`config.mk`:
```
export PLATFORM = sky130hd
export DESIGN_NAME = pid_sched_engine
export DESIGN_NICKNAME = d
export VERILOG_FILES = /design/src/rtl/pid_sched_engine.sv
export SDC_FILE = /design/constraint.sdc
export NUM_CORES = 1
export LEC_CHECK = 0
export BUFFER_PORTS_ARGS = -buffer_cell sky130_fd_sc_hd__buf_2
export CAP_MARGIN = 5
export CORE_AREA = 2 2 204 206
export DETAILED_ROUTE_END_ITERATION = 10
export DIE_AREA = 0 0 206 208
export PLACE_DENSITY = 0.58
export SKIP_LAST_GASP = 1
export SLEW_MARGIN = 10
export SYNTH_ARGS = -nofsm -noshare
export SYNTH_HDL_FRONTEND = slang
export SYNTH_SLANG_ARGS = --single-unit
```
`constraint.sdc`:
```
create_clock -name clk -period 9.57 [get_ports clk]
set_clock_uncertainty 0.15 [all_clocks]
set_input_delay 1.914 -clock clk [delete_from_list [all_inputs] [get_ports clk]]
set_output_delay 1.914 -clock clk [all_outputs]
set_load 0.005 [all_outputs]
```
`src/rtl/pid_sched_engine.sv`:
```
// Shared-multiplier PID engine time-multiplexed across NCH control loops.
// Each channel runs CAPT/MULP/MULI/MULD/UPD once per sample tick.
module pid_sched_engine #(
  parameter int NCH   = 4,
  parameter int DIV   = 256,
  parameter int SHIFT = 4
) (
  input  logic             clk,
  input  logic             rst,
  input  logic [8*NCH-1:0] setpoint_flat,
  input  logic [8*NCH-1:0] feedback_flat,
  input  logic             cfg_we,
  input  logic [1:0]       cfg_addr,
  input  logic [7:0]       cfg_data,
  output logic [8*NCH-1:0] ctrl_flat,
  output logic             out_valid,
  output logic [2:0]       out_ch,
  output logic             busy,
  output logic             overrun
);

  localparam int CW  = (DIV > 1) ? $clog2(DIV) : 1;
  localparam int CHW = (NCH > 1) ? $clog2(NCH) : 1;
  localparam logic signed [18:0] IMAX = 19'sd32767;
  localparam logic signed [18:0] IMIN = -19'sd32768;

  typedef enum logic [2:0] {
    IDLE, CAPT, MULP, MULI, MULD, UPD
  } state_e;

  state_e         state_q, state_d;
  logic [CHW-1:0] ch_q, ch_d;
  logic [CW-1:0]  cnt_q;
  logic           tick, last;

  logic [7:0] kp_q, ki_q, kd_q;
  logic [7:0] kp_d, ki_d, kd_d;
  logic [7:0] skp_q, ski_q, skd_q;
  logic [7:0] skp_d, ski_d, skd_d;

  logic signed [8:0]  e_q;
  logic signed [16:0] p_q;
  logic signed [15:0] inew_q;
  logic signed [18:0] d_q;
  logic signed [15:0] integ_q [NCH];
  logic signed [8:0]  prev_q  [NCH];
  logic [NCH-1:0]     sat_hi_q, sat_lo_q;
  logic [7:0]         ctrl_q  [NCH];
  logic               ov_q, out_valid_q;
  logic [2:0]         out_ch_q;

  logic [7:0]         sp, fb;
  logic signed [8:0]  e_cap;
  logic signed [9:0]  diff;
  logic signed [18:0] ma, mb, prod;
  logic signed [18:0] acc;
  logic signed [15:0] icand;
  logic               hold;
  logic signed [19:0] sum, y;
  logic               y_neg, y_big;

  assign tick = (cnt_q == CW'(DIV - 1));
  assign last = (ch_q == CHW'(NCH - 1));

  always_ff @(posedge clk) begin
    if (rst) begin
      state_q <= IDLE;
      ch_q    <= '0;
    end else begin
      state_q <= state_d;
      ch_q    <= ch_d;
    end
  end

  always_comb begin
    state_d = state_q;
    ch_d    = ch_q;
    unique case (state_q)
      IDLE: if (tick) begin
        state_d = CAPT;
        ch_d    = '0;
      end
      CAPT: state_d = MULP;
      MULP: state_d = MULI;
      MULI: state_d = MULD;
      MULD: state_d = UPD;
      UPD: begin
        state_d = last ? IDLE : CAPT;
        ch_d    = last ? ch_q : ch_q + CHW'(1);
      end
      default: state_d = IDLE;
    endcase
  end

  always_comb begin
    busy      = (state_q != IDLE);
    overrun   = ov_q;
    out_valid = out_valid_q;
    out_ch    = out_ch_q;
  end

  // Shadow always takes writes; live follows it only outside a round.
  always_comb begin
    skp_d = skp_q;
    ski_d = ski_q;
    skd_d = skd_q;
    if (cfg_we) begin
      case (cfg_addr)
        2'd0:    skp_d = cfg_data;
        2'd1:    ski_d = cfg_data;
        2'd2:    skd_d = cfg_data;
        default: ;
      endcase
    end
    kp_d = kp_q;
    ki_d = ki_q;
    kd_d = kd_q;
    if ((state_q == IDLE && !tick) || (state_q == UPD && last)) begin
      kp_d = skp_d;
      ki_d = ski_d;
      kd_d = skd_d;
    end
  end

  always_comb begin
    sp    = setpoint_flat[8*ch_q +: 8];
    fb    = feedback_flat[8*ch_q +: 8];
    e_cap = $signed({1'b0, sp}) - $signed({1'b0, fb});
    diff  = {e_q[8], e_q} - {prev_q[ch_q][8], prev_q[ch_q]};
    ma    = '0;
    mb    = {{10{e_q[8]}}, e_q};
    unique case (1'b1)
      state_q == MULP: ma = {11'd0, kp_q};
      state_q == MULI: ma = {11'd0, ki_q};
      state_q == MULD: begin
        ma = {11'd0, kd_q};
        mb = {{9{diff[9]}}, diff};
      end
      default: ;
    endcase
    prod  = ma * mb;
    acc   = {{3{integ_q[ch_q][15]}}, integ_q[ch_q]} + prod;
    icand = (acc > IMAX) ? IMAX[15:0] :
            (acc < IMIN) ? IMIN[15:0] : acc[15:0];
    hold  = (sat_hi_q[ch_q] && !e_q[8] && (e_q != '0)) ||
            (sat_lo_q[ch_q] && e_q[8]);
    sum   = {{3{p_q[16]}}, p_q} + {{4{inew_q[15]}}, inew_q} +
            {d_q[18], d_q};
    y     = sum >>> SHIFT;
    y_neg = y[19];
    y_big = !y[19] && (|y[18:8]);
  end

  always_ff @(posedge clk) begin
    if (rst) begin
      cnt_q       <= '0;
      ov_q        <= 1'b0;
      out_valid_q <= 1'b0;
      out_ch_q    <= '0;
      kp_q        <= 8'h10;
      ki_q        <= 8'h02;
      kd_q        <= 8'h01;
      skp_q       <= 8'h10;
      ski_q       <= 8'h02;
      skd_q       <= 8'h01;
      e_q         <= '0;
      p_q         <= '0;
      inew_q      <= '0;
      d_q         <= '0;
      sat_hi_q    <= '0;
      sat_lo_q    <= '0;
      for (int c = 0; c < NCH; c++) begin
        integ_q[c] <= '0;
        prev_q[c]  <= '0;
        ctrl_q[c]  <= '0;
      end
    end else begin
      cnt_q       <= tick ? '0 : cnt_q + CW'(1);
      ov_q        <= ov_q | (tick && state_q != IDLE);
      out_valid_q <= 1'b0;
      kp_q        <= kp_d;
      ki_q        <= ki_d;
      kd_q        <= kd_d;
      skp_q       <= skp_d;
      ski_q       <= ski_d;
      skd_q       <= skd_d;
      if (state_q == CAPT) e_q <= e_cap;
      if (state_q == MULP) p_q <= prod[16:0];
      if (state_q == MULI) inew_q <= hold ? integ_q[ch_q] : icand;
      if (state_q == MULD) d_q <= prod;
      if (state_q == UPD) begin
        integ_q[ch_q]  <= inew_q;
        prev_q[ch_q]   <= e_q;
        sat_hi_q[ch_q] <= y_big;
        sat_lo_q[ch_q] <= y_neg;
        ctrl_q[ch_q]   <= y_neg ? 8'd0 : y_big ? 8'd255 : y[7:0];
        out_valid_q    <= 1'b1;
        out_ch_q       <= 3'(ch_q);
      end
    end
  end

  always_comb begin
    ctrl_flat = '0;
    for (int c = 0; c < NCH; c++) ctrl_flat[8*c +: 8] = ctrl_q[c];
  end

endmodule

```
==> impl_metrics.tcl, run 1 <==
set metrics [dict create \
    cts_made_buffers 30 \
    port_buffers 113 \
    ys_seq_area_share_pct 38.8 \
    synth.avg_cell_area_sq_um 10.1 \
    use_met2_pct 33.8 \
    antenna_cells 0 \
    status "complete, no violations" \
    timing.final.ws_setup_ps 378 \
    ant_nets 0 \
    slowest_stage "fa_1" \
    area_growth_pct 13.6 \
    synth-seq-cells 268 \
    fillers 3791 \
    num_rows 74 \
    yosys.area.top_type "edfxtp_1" \
    cp_num_buf_inv 5 \
    grtUsageTotal_pct 19.8 \
    synthArstFlopShare_pct 0 \
    vdd_ir_drop_max_mv 0.133 \
    drtPass1Iterations 5 \
    critPathMaxFanout 9 \
    synthesis.area_sq_mm 0.0172 \
    synth.top_cells.by_area "edfxtp_1 (23%), dfxtp_1 (16%), fa_1 (9.9%)" \
    yosysUniqueCellTypes 81 \
    dieWidth_um 206 \
    start_util_pct 42.5 \
    cts_buffer_depth 3 \
    leakage_nw 8.10 \
    syn_inst 1706 \
    finalNetCount 2067 \
    path_class "reg2reg" \
    hold_violations 0 \
    avgViaCountPerCell 5.29 \
    worst_setup_path_end_kind "register" \
    drt_iter0_markers 786 \
    slew_headroom_pct 28.8 \
    holdBufCountCts 0 \
    grt.overflow.total 0 \
    dieArea_sq_mm 0.0428 \
    clk_latency_ps 590 \
    place_ws_ps 143 \
    routedWlPerCell_um 17.7 \
    holdCritPathClass "reg2reg" \
    p_total_mw 2.47 \
    clock.fmax_mhz 109 \
    root_buffer "clkbuf_16" \
    htree_num_levels 1 \
    layout_min_cycle_time_ps 9190 \
    setup_violations 0 \
    synth_top_area_share_pct 23.0 \
    powerDensity_mw_per_mm2 126 \
    grt_pass1_vias 12700 \
    fin_crit_sh_pct 96.0 \
    synth_nets 1965 \
    grt_max_degree 75 \
    maxCapViolCount 0 \
    wl_mm 41.8 \
    grtUsageMet3_pct 2.66 \
    clock_sinks 268 \
    worstPathRequired_ps 9890 \
    die_y_um 208 \
    antenna_found_initial 0 \
    grt_busiest_layer "met2" \
    core_sq_mm 0.0406 \
    drive_gt1_share_pct 16.2 \
    cts_tree "built" \
    drcViolationCount 0 \
    tightest_slew_ps 1070 \
    drv_slew 0 \
    vias 12500 \
    crit_family "adder cells" \
    cpPeakStageDelay_ps 520 \
    finalSetupTns_ps 0 \
    dp_hpwl_mm 30.7 \
    gp_congestion 0.886 \
    path_clk_slew_ps 60 \
    synth_enable_flop_cells 132 \
    arrival_ps 9510 \
    synthFlopType "dfxtp_1" \
    grt_pass1_wl_mm 67.6 \
    io_pins 115 \
    yosysWarnings 0 \
    post-route-util_pct 48.3 \
    crit_path_start_kind "register" \
    use_met1_pct 26.4 \
]
## where the power goes
part / internal [mW] / switching (mW)
clock network: 0.640 / 0.479
registers: 1.23 / 0.00828
logic: 0.0515 / 0.0677
## worst paths after layout
check / slack, ps / depth (start not counted) / end / startpoint
setup / recovery: 380 / 40 / inew_q[2] / register
setup reg to reg: 380 / 40 / inew_q[2] / register
hold reg to reg: 310 / 2 / sat_hi_q[2] / sat_hi_q[2]
hold / removal: 310 / 2 / sat_hi_q[2] / sat_hi_q[2]
## cells by family after synthesis
kind of cell,after synthesis,share of synthesized area [%]
and+or+nand+nor,587,16.3
AOI/OAI and AO/OA,301,11.8
xor gates and xnor gates,60,3.13
DFF,268,38.8
other,1,0.0218
muxes,86,8.06
buffers and inverters,221,4.97
adders and majority gates,182,16.9
## layer usage
layer | vias up | routed length [um]
li1 | 6118 | -
met1 | 6032 | 18400
met2 | 284 | 20200
met3 | 70 | 2090
met4 | 0 | 1080
met5 | - | 0
## what timing repair did
action / CTS / global route
resized for setup: 0 / 31
buffers inserted: 0 / 2
endpoints found under the setup margin: 0 / 16
## flip-flops by register name (all words and copies together), names as in the netlist, 3 cells and up, named ones only
name      count
cnt_q         8
ctrl_q       32
d_q          19
e_q           9
inew_q       16
integ_q      64
kd_q          8
ki_q          8
kp_q          8
p_q          17
prev_q       36
sat_hi_q      4
sat_lo_q      4
skd_q         8
ski_q         8
skp_q         8
state_q       3
## worst reg2reg max path, delay by kind of cell (launching register included)
family / cells / cell delay (ps)
AO/OA/AOI/OAI: 16 / 2740
flip-flops: 1 / 400
buffers and inverters: 5 / 420
multiplexers: 1 / 510
XOR/XNOR: 1 / 210
AND/OR/NAND/NOR: 10 / 1750
adder cells (fa/ha/maj): 7 / 2900
## placed cells by master, fill, tap and decap left out, types with 48 or more instances in the layout
master / netlist / final
nand2_1: 174 / 174
nor2_1: 167 / 166
inv_1: 143 / 143
dfxtp_1: 136 / 134
edfxtp_1: 132 / 132
buf_2: 4 / 112
and2_1: 102 / 102
a21oi_1: 101 / 98
ha_1: 97 / 94
fa_1: 85 / 84
o21ai_0: 54 / 48
## synthesized netlist by cell type (12+ instances only)
library cell	n
nand2_1	174
nor2_1	167
inv_1	143
dfxtp_1	136
edfxtp_1	132
and2_1	102
a21oi_1	101
ha_1	97
fa_1	85
o21ai_0	54
clkbuf_1	53
nor3_1	50
mux2i_1	42
mux4_2	42
xnor2_1	38
a211oi_1	31
xor2_1	21
a21o_1	18
nor2b_1	16
nand3_1	15
nand2b_1	14
o21a_1	12
o21bai_1	12
## area by class of cell
class                           instances  area [sq um]  share of cell area (%)
Multi-Input combinational cell       1217          9860                    50.4
Sequential cell                       268          6690                    34.2
Clock buffer                           44           843                    4.31
Timing Repair Buffer                  143           841                    4.30
Tap cell                              532           666                    3.40
Inverter                              148           556                    2.84
Clock inverter                         11           115                   0.588
## stage by stage
step	cell area (sq um)	instances	hold slack, ps
global placement	18400	2305	294
floorplan	17200	1706	280
global route	19600	2363	321
CTS	19400	2360	310
finish	19600	2363	306
detailed placement	18400	2305	302
Note: power is estimated with default switching activity, not from simulation.
==> run 2, diff against run 1 <==
--- a/config.mk
+++ b/config.mk
@@ -7,10 +7,12 @@
 export LEC_CHECK = 0
 export BUFFER_PORTS_ARGS = -buffer_cell sky130_fd_sc_hd__buf_2
 export CAP_MARGIN = 5
+export CELL_PAD_IN_SITES_DETAIL_PLACEMENT = 1
+export CELL_PAD_IN_SITES_GLOBAL_PLACEMENT = 1
 export CORE_AREA = 2 2 204 206
 export DETAILED_ROUTE_END_ITERATION = 10
 export DIE_AREA = 0 0 206 208
-export PLACE_DENSITY = 0.58
+export PLACE_DENSITY = 0.83
 export SKIP_LAST_GASP = 1
 export SLEW_MARGIN = 10
 export SYNTH_ARGS = -nofsm -noshare
==> impl_metrics.tcl, run 2 (synthesis results as in run 1) <==
set metrics [dict create \
    status "complete, no violations" \
    grtUsageTotal_pct 23.9 \
    area_growth_pct 13.4 \
    die_y_um 208 \
    maxCapViolCount 0 \
    regMostFlops "integ_q" \
    arrival_ps 9650 \
    dp_hpwl_mm 36.4 \
    leakage_nw 8.08 \
    hp-start "sat_hi_q[1]" \
    holdBufCountCts 0 \
    fillers 4594 \
    dieWidth_um 206 \
    avgViaCountPerCell 5.73 \
    setup_violations 0 \
    cts_tree "built" \
    critPathMaxFanout 12 \
    core_sq_mm 0.0406 \
    num_rows 74 \
    antenna_found_initial 0 \
    layout_min_cycle_time_ps 9340 \
    ant_nets 0 \
    holdPathStages 2 \
    hold_violations 0 \
    whs_endpoint "sat_hi_q[1]" \
    cts_made_buffers 27 \
    fin_crit_sh_pct 97.6 \
    finalNetCount 2078 \
    grt_pass1_wl_mm 80.5 \
    cpPeakStageDelay_ps 560 \
    top_regs "integ_q: 64 flops, prev_q: 36 flops, ctrl_q: 32 flops" \
    rrSetupSlack_ps 230 \
    dieArea_sq_mm 0.0428 \
    vdd_ir_drop_max_mv 0.100 \
    clock_sinks 268 \
    root_buffer "clkbuf_16" \
    largest_register_ffs 64 \
    wl_mm 51.0 \
    critical_path.startpoint "prev_q[0][1]" \
    routedWlPerCell_um 21.5 \
    clock.fmax_mhz 107 \
    clk_latency_ps 560 \
    rr_startpoint "prev_q[0][1]" \
    vias 13600 \
    htree_num_levels 1 \
    drive_gt1_share_pct 17.2 \
    crit_path_start_kind "register" \
    grt.overflow.total 0 \
    powerDensity_mw_per_mm2 121 \
    drv_slew 0 \
    grt_max_degree 75 \
    grt_pass1_vias 15000 \
    final_common_cell "nand2_1" \
    drtPass1Iterations 5 \
    antenna_cells 0 \
    cts_buffer_depth 3 \
    worstPathRequired_ps 9870 \
    gp_congestion 0.884 \
    io_pins 115 \
    timing.final.ws_setup_ps 229 \
    holdCritPathClass "reg2reg" \
    r2r_cells 38 \
    drcViolationCount 0 \
    drt_iter0_markers 880 \
    start_util_pct 42.5 \
    path_class "reg2reg" \
    worst_setup_path_end_kind "register" \
    port_buffers 113 \
    r2r-end "inew_q[10]" \
    path_clk_slew_ps 60 \
    place_ws_ps -540 \
    final_cell_mix "nand2_1 (173), nor2_1 (167), inv_1 (143)" \
    tightest_slew_ps 1170 \
    finalSetupTns_ps 0 \
    slew_headroom_pct 21.7 \
    slowest_stage "fa_1" \
]
run 2: cell count changes in the layout (fill, tap and decap cells not counted), sizes merged:
cell / delta
clkinv: +4
inv: +2
clkbuf: -9
buf: +14
bufinv: -1
clkinvlp: -1
run 2: worst max-delay path, delay by kind of cell, from the launching register on:
kind,cells,cell delay (ps)
adders and majority gates,7,2960
AOI/OAI and AO/OA,14,2480
and+or+nand+nor,6,1320
muxes,2,710
buffers and inverters,6,680
xor gates and xnor gates,3,490
DFF,1,430
run 2: worst max-delay path by stage:
| stage | end | slack [ps] | cells past startpoint |
|---|---|---|---|
| 2_1_floorplan | inew_q[8] | 60 | 40 |
| 3_3_place_gp | inew_q[3] | -10 | 38 |
| 3_5_place_dp | inew_q[8] | -540 | 40 |
| 4_1_cts | inew_q[10] | 0.8 | 37 |
| 5_1_grt | inew_q[4] | -90 | 36 |
| 6_report | inew_q[10] | 230 | 38 |
run 2: area by class of cell:
class | instances | area, sq um | share of cell area, %
clock inverters | 15 | 92.6 | 0.474
clock buffers | 35 | 716 | 3.66
well taps | 532 | 666 | 3.40
inverters | 148 | 556 | 2.84
multi-input cells | 1217 | 9930 | 50.8
flip-flops and latches | 268 | 6690 | 34.2
repair buffers | 157 | 906 | 4.63
run 2: through the flow:
step	util, %	total power [mW]	instances	area (sq um)	hold slack [ps]
finish	48.2	2.36	2372	19600	312
global route	48.2	2.43	2372	19600	331
CTS	47.8	2.37	2364	19400	314
detailed placement	45.6	1.38	2311	18500	306
global placement	45.6	1.37	2311	18500	292
floorplan	-	1.33	1706	17200	280
run 2: routing by layer:
layer  vias to the layer above  share of wire (%)  GRT usage, %  wire [um]
met3                       132                5.9          3.12       3010
met1                      6833                 40          29.7      20300
met5                         -                  0             0          0
li1                       6123                  -             -          -
met4                         0                3.8          10.4       1940
met2                       495                 50          41.4      25800
run 2: where the power goes:
group	leakage, nW	total (mW)	internal (mW)	switching (mW)
clock	0.409	1.00	0.533	0.468
sequential	2.46	1.24	1.23	0.0104
combinational	5.21	0.125	0.0523	0.0723
run 2: what timing repair did:
| item | 4_1_cts | 5_1_grt |
|---|---|---|
| endpoints found under the setup margin | 16 | 16 |
| hold endpoints to repair | 0 | 0 |
| buffers inserted | 3 | 8 |
| gates cloned | 0 | 0 |
| gates resized for setup | 17 | 28 |
| pin swaps | 4 | 11 |
==> run 3, diff against run 2 <==
--- a/config.mk
+++ b/config.mk
@@ -12,7 +12,7 @@
 export CORE_AREA = 2 2 204 206
 export DETAILED_ROUTE_END_ITERATION = 10
 export DIE_AREA = 0 0 206 208
-export PLACE_DENSITY = 0.83
+export PLACE_DENSITY_LB_ADDON = 0.1
 export SKIP_LAST_GASP = 1
 export SLEW_MARGIN = 10
 export SYNTH_ARGS = -nofsm -noshare
==> constraint.sdc (replaced) <==
create_clock -name clk -period 9.4 [get_ports clk]
set_clock_uncertainty 0.15 [all_clocks]
set_input_delay 1.88 -clock clk [delete_from_list [all_inputs] [get_ports clk]]
set_output_delay 1.88 -clock clk [all_outputs]
set_load 0.005 [all_outputs]
==> impl_metrics.tcl, run 3 (synthesis results as in run 1) <==
set metrics [dict create \
    status "complete, no violations" \
    num_rows 74 \
    largest_register_ffs 64 \
    power.share.sequential_pct 46.1 \
    grtUsageMet3_pct 2.76 \
    cts_made_buffers 30 \
    drive_gt1_share_pct 19.0 \
    dieArea_sq_mm 0.0428 \
    stdcell_area_sq_mm 0.0201 \
    avgViaCountPerCell 5.45 \
    switching_share_pct 21.6 \
    hp-start "sat_hi_q[0]" \
    cpPeakStageDelay_ps 560 \
    regMostFlops "integ_q" \
    grt_max_degree 63 \
    port_buffers 113 \
    finalSetupTns_ps 0 \
    wl_mm 49.4 \
    path_class "reg2reg" \
    critPathMaxFanout 5 \
    grt.overflow.total 0 \
    maxCapViolCount 0 \
    gp_congestion 0.922 \
    start_util_pct 42.5 \
    dp_hpwl_mm 35.7 \
    slew_headroom_pct 18.2 \
    clk_latency_ps 580 \
    drtPass1Iterations 5 \
    p_switching_mw 0.590 \
    place_area_sq_mm 0.0186 \
    top_regs "integ_q: 64 flops, prev_q: 36 flops, ctrl_q: 32 flops" \
    holdBufCountCts 0 \
    crit_family "adder cells" \
    clock.fmax_mhz 110 \
    arrival_ps 9430 \
    final_common_cell "nand2_1" \
    crit_path_start_kind "register" \
    antenna_found_initial 1 \
    clock_sinks 268 \
    worstPathRequired_ps 9720 \
    io_pins 115 \
    dieWidth_um 206 \
    die_y_um 208 \
    cts_buffer_depth 3 \
    power_frac_clock_pct 49.3 \
    finalNetCount 2099 \
    use_met2_pct 37.7 \
    powerDensity_mw_per_mm2 136 \
    root_buffer "clkbuf_16" \
    tightest_slew_ps 1220 \
    leakage_nw 8.32 \
    rsz0062_at_grt "true" \
    drcViolationCount 0 \
    p_int_mw 2.14 \
    holdCritPathClass "reg2reg" \
    use_met1_pct 34.0 \
    slowest_stage "fa_1" \
    p_total_mw 2.73 \
    cts_tree "built" \
    whs_endpoint "sat_hi_q[0]" \
    layout_min_cycle_time_ps 9100 \
    hold_violations 0 \
    grt_pass1_vias 14100 \
    grt_pass1_wl_mm 78.5 \
    routedWlPerCell_um 20.6 \
    vias 13100 \
    rrSetupSlack_ps 300 \
    antenna_cells 0 \
    worst_setup_path_end_kind "register" \
    post-route-util_pct 49.6 \
    htree_num_levels 1 \
    vdd_ir_drop_max_mv 0.149 \
    setup_violations 0 \
    final_cell_mix "nand2_1 (172), nor2_1 (165), inv_1 (143)" \
    core_sq_mm 0.0406 \
    cp_num_buf_inv 4 \
    fin_crit_sh_pct 96.9 \
    holdPathStages 2 \
    r2r_cells 38 \
    grtUsageTotal_pct 23.4 \
    area_growth_pct 16.8 \
    path_clk_slew_ps 70 \
    drv_slew 0 \
    r2r-end "inew_q[2]" \
    drt_iter0_markers 710 \
    power_frac_comb_pct 4.7 \
    ant_nets 0 \
    grt_busiest_layer "met2" \
]
==> run 3: cell count changes in the layout (fill, tap and decap cells not counted), sizes merged <==
cell      delta
bufinv       +9
clkinvlp     +3
buf         +17
nor2         +1
inv          -3
clkbuf       -3
==> run 3: how the worst max path moves through the flow <==
stage             start          to  slack, ps  cells past startpoint
6_report       register   inew_q[2]        300                     38
5_1_grt        register   inew_q[2]       -150                     38
4_1_cts        register  inew_q[10]        0.2                     38
3_5_place_dp   register  inew_q[10]       -390                     36
3_3_place_gp   register   inew_q[9]        0.7                     39
2_1_floorplan  register   inew_q[8]        160                     40
==> run 3: routing by layer <==
metal  vias up  wire, um
met5         -         0
met4         0       998
met3        59      2510
met2       303     22700
met1      6523     23200
li1       6167         -
==> run 3: tightest hold or removal path, delay by kind of cell, from the launching register on <==
family | cells | cell delay, ps
flip-flops | 1 | 310
AND/OR/NAND/NOR | 1 | 50
AO/OA/AOI/OAI | 1 | 60
==> run 3: power groups by stage <==
stage                     sequential [mW]  combinational (mW)  clock [mW]
after floorplan                      1.28              0.0758           0
after global placement               1.28               0.122           0
after detailed placement             1.28               0.124           0
after CTS                            1.26               0.126        1.37
after global routing                 1.26               0.142        1.42
final                                1.26               0.128        1.35
==> run 3: cell type report <==
class | count | area [sq um]
clock buffers | 32 | 768
multi-input cells | 1218 | 10000
inverters | 148 | 556
repair buffers | 174 | 1040
flip-flops and latches | 268 | 6690
clock inverters | 24 | 373
fillers | 4573 | 20400
well taps | 532 | 666
==> run 3: timing repair <==
action / in CTS / in global routing
setup endpoints to repair: 16 / 16
gates resized for setup: 11 / 59
endpoints found under the hold margin: 0 / 0
setup buffers: 1 / 13
cloned: 0 / 2
pin swaps: 2 / 29
==> run 3: per-stage QoR <==
| step | setup slack (ps) | cells | hold WS (ps) |
|---|---|---|---|
| after floorplan | 162 | 1706 | 280 |
| after global placement | 0.701 | 2324 | 294 |
| after global routing | -149 | 2396 | 329 |
| after detailed placement | -387 | 2324 | 299 |
| after CTS | 0.154 | 2381 | 308 |
| final | 296 | 2396 | 308 |
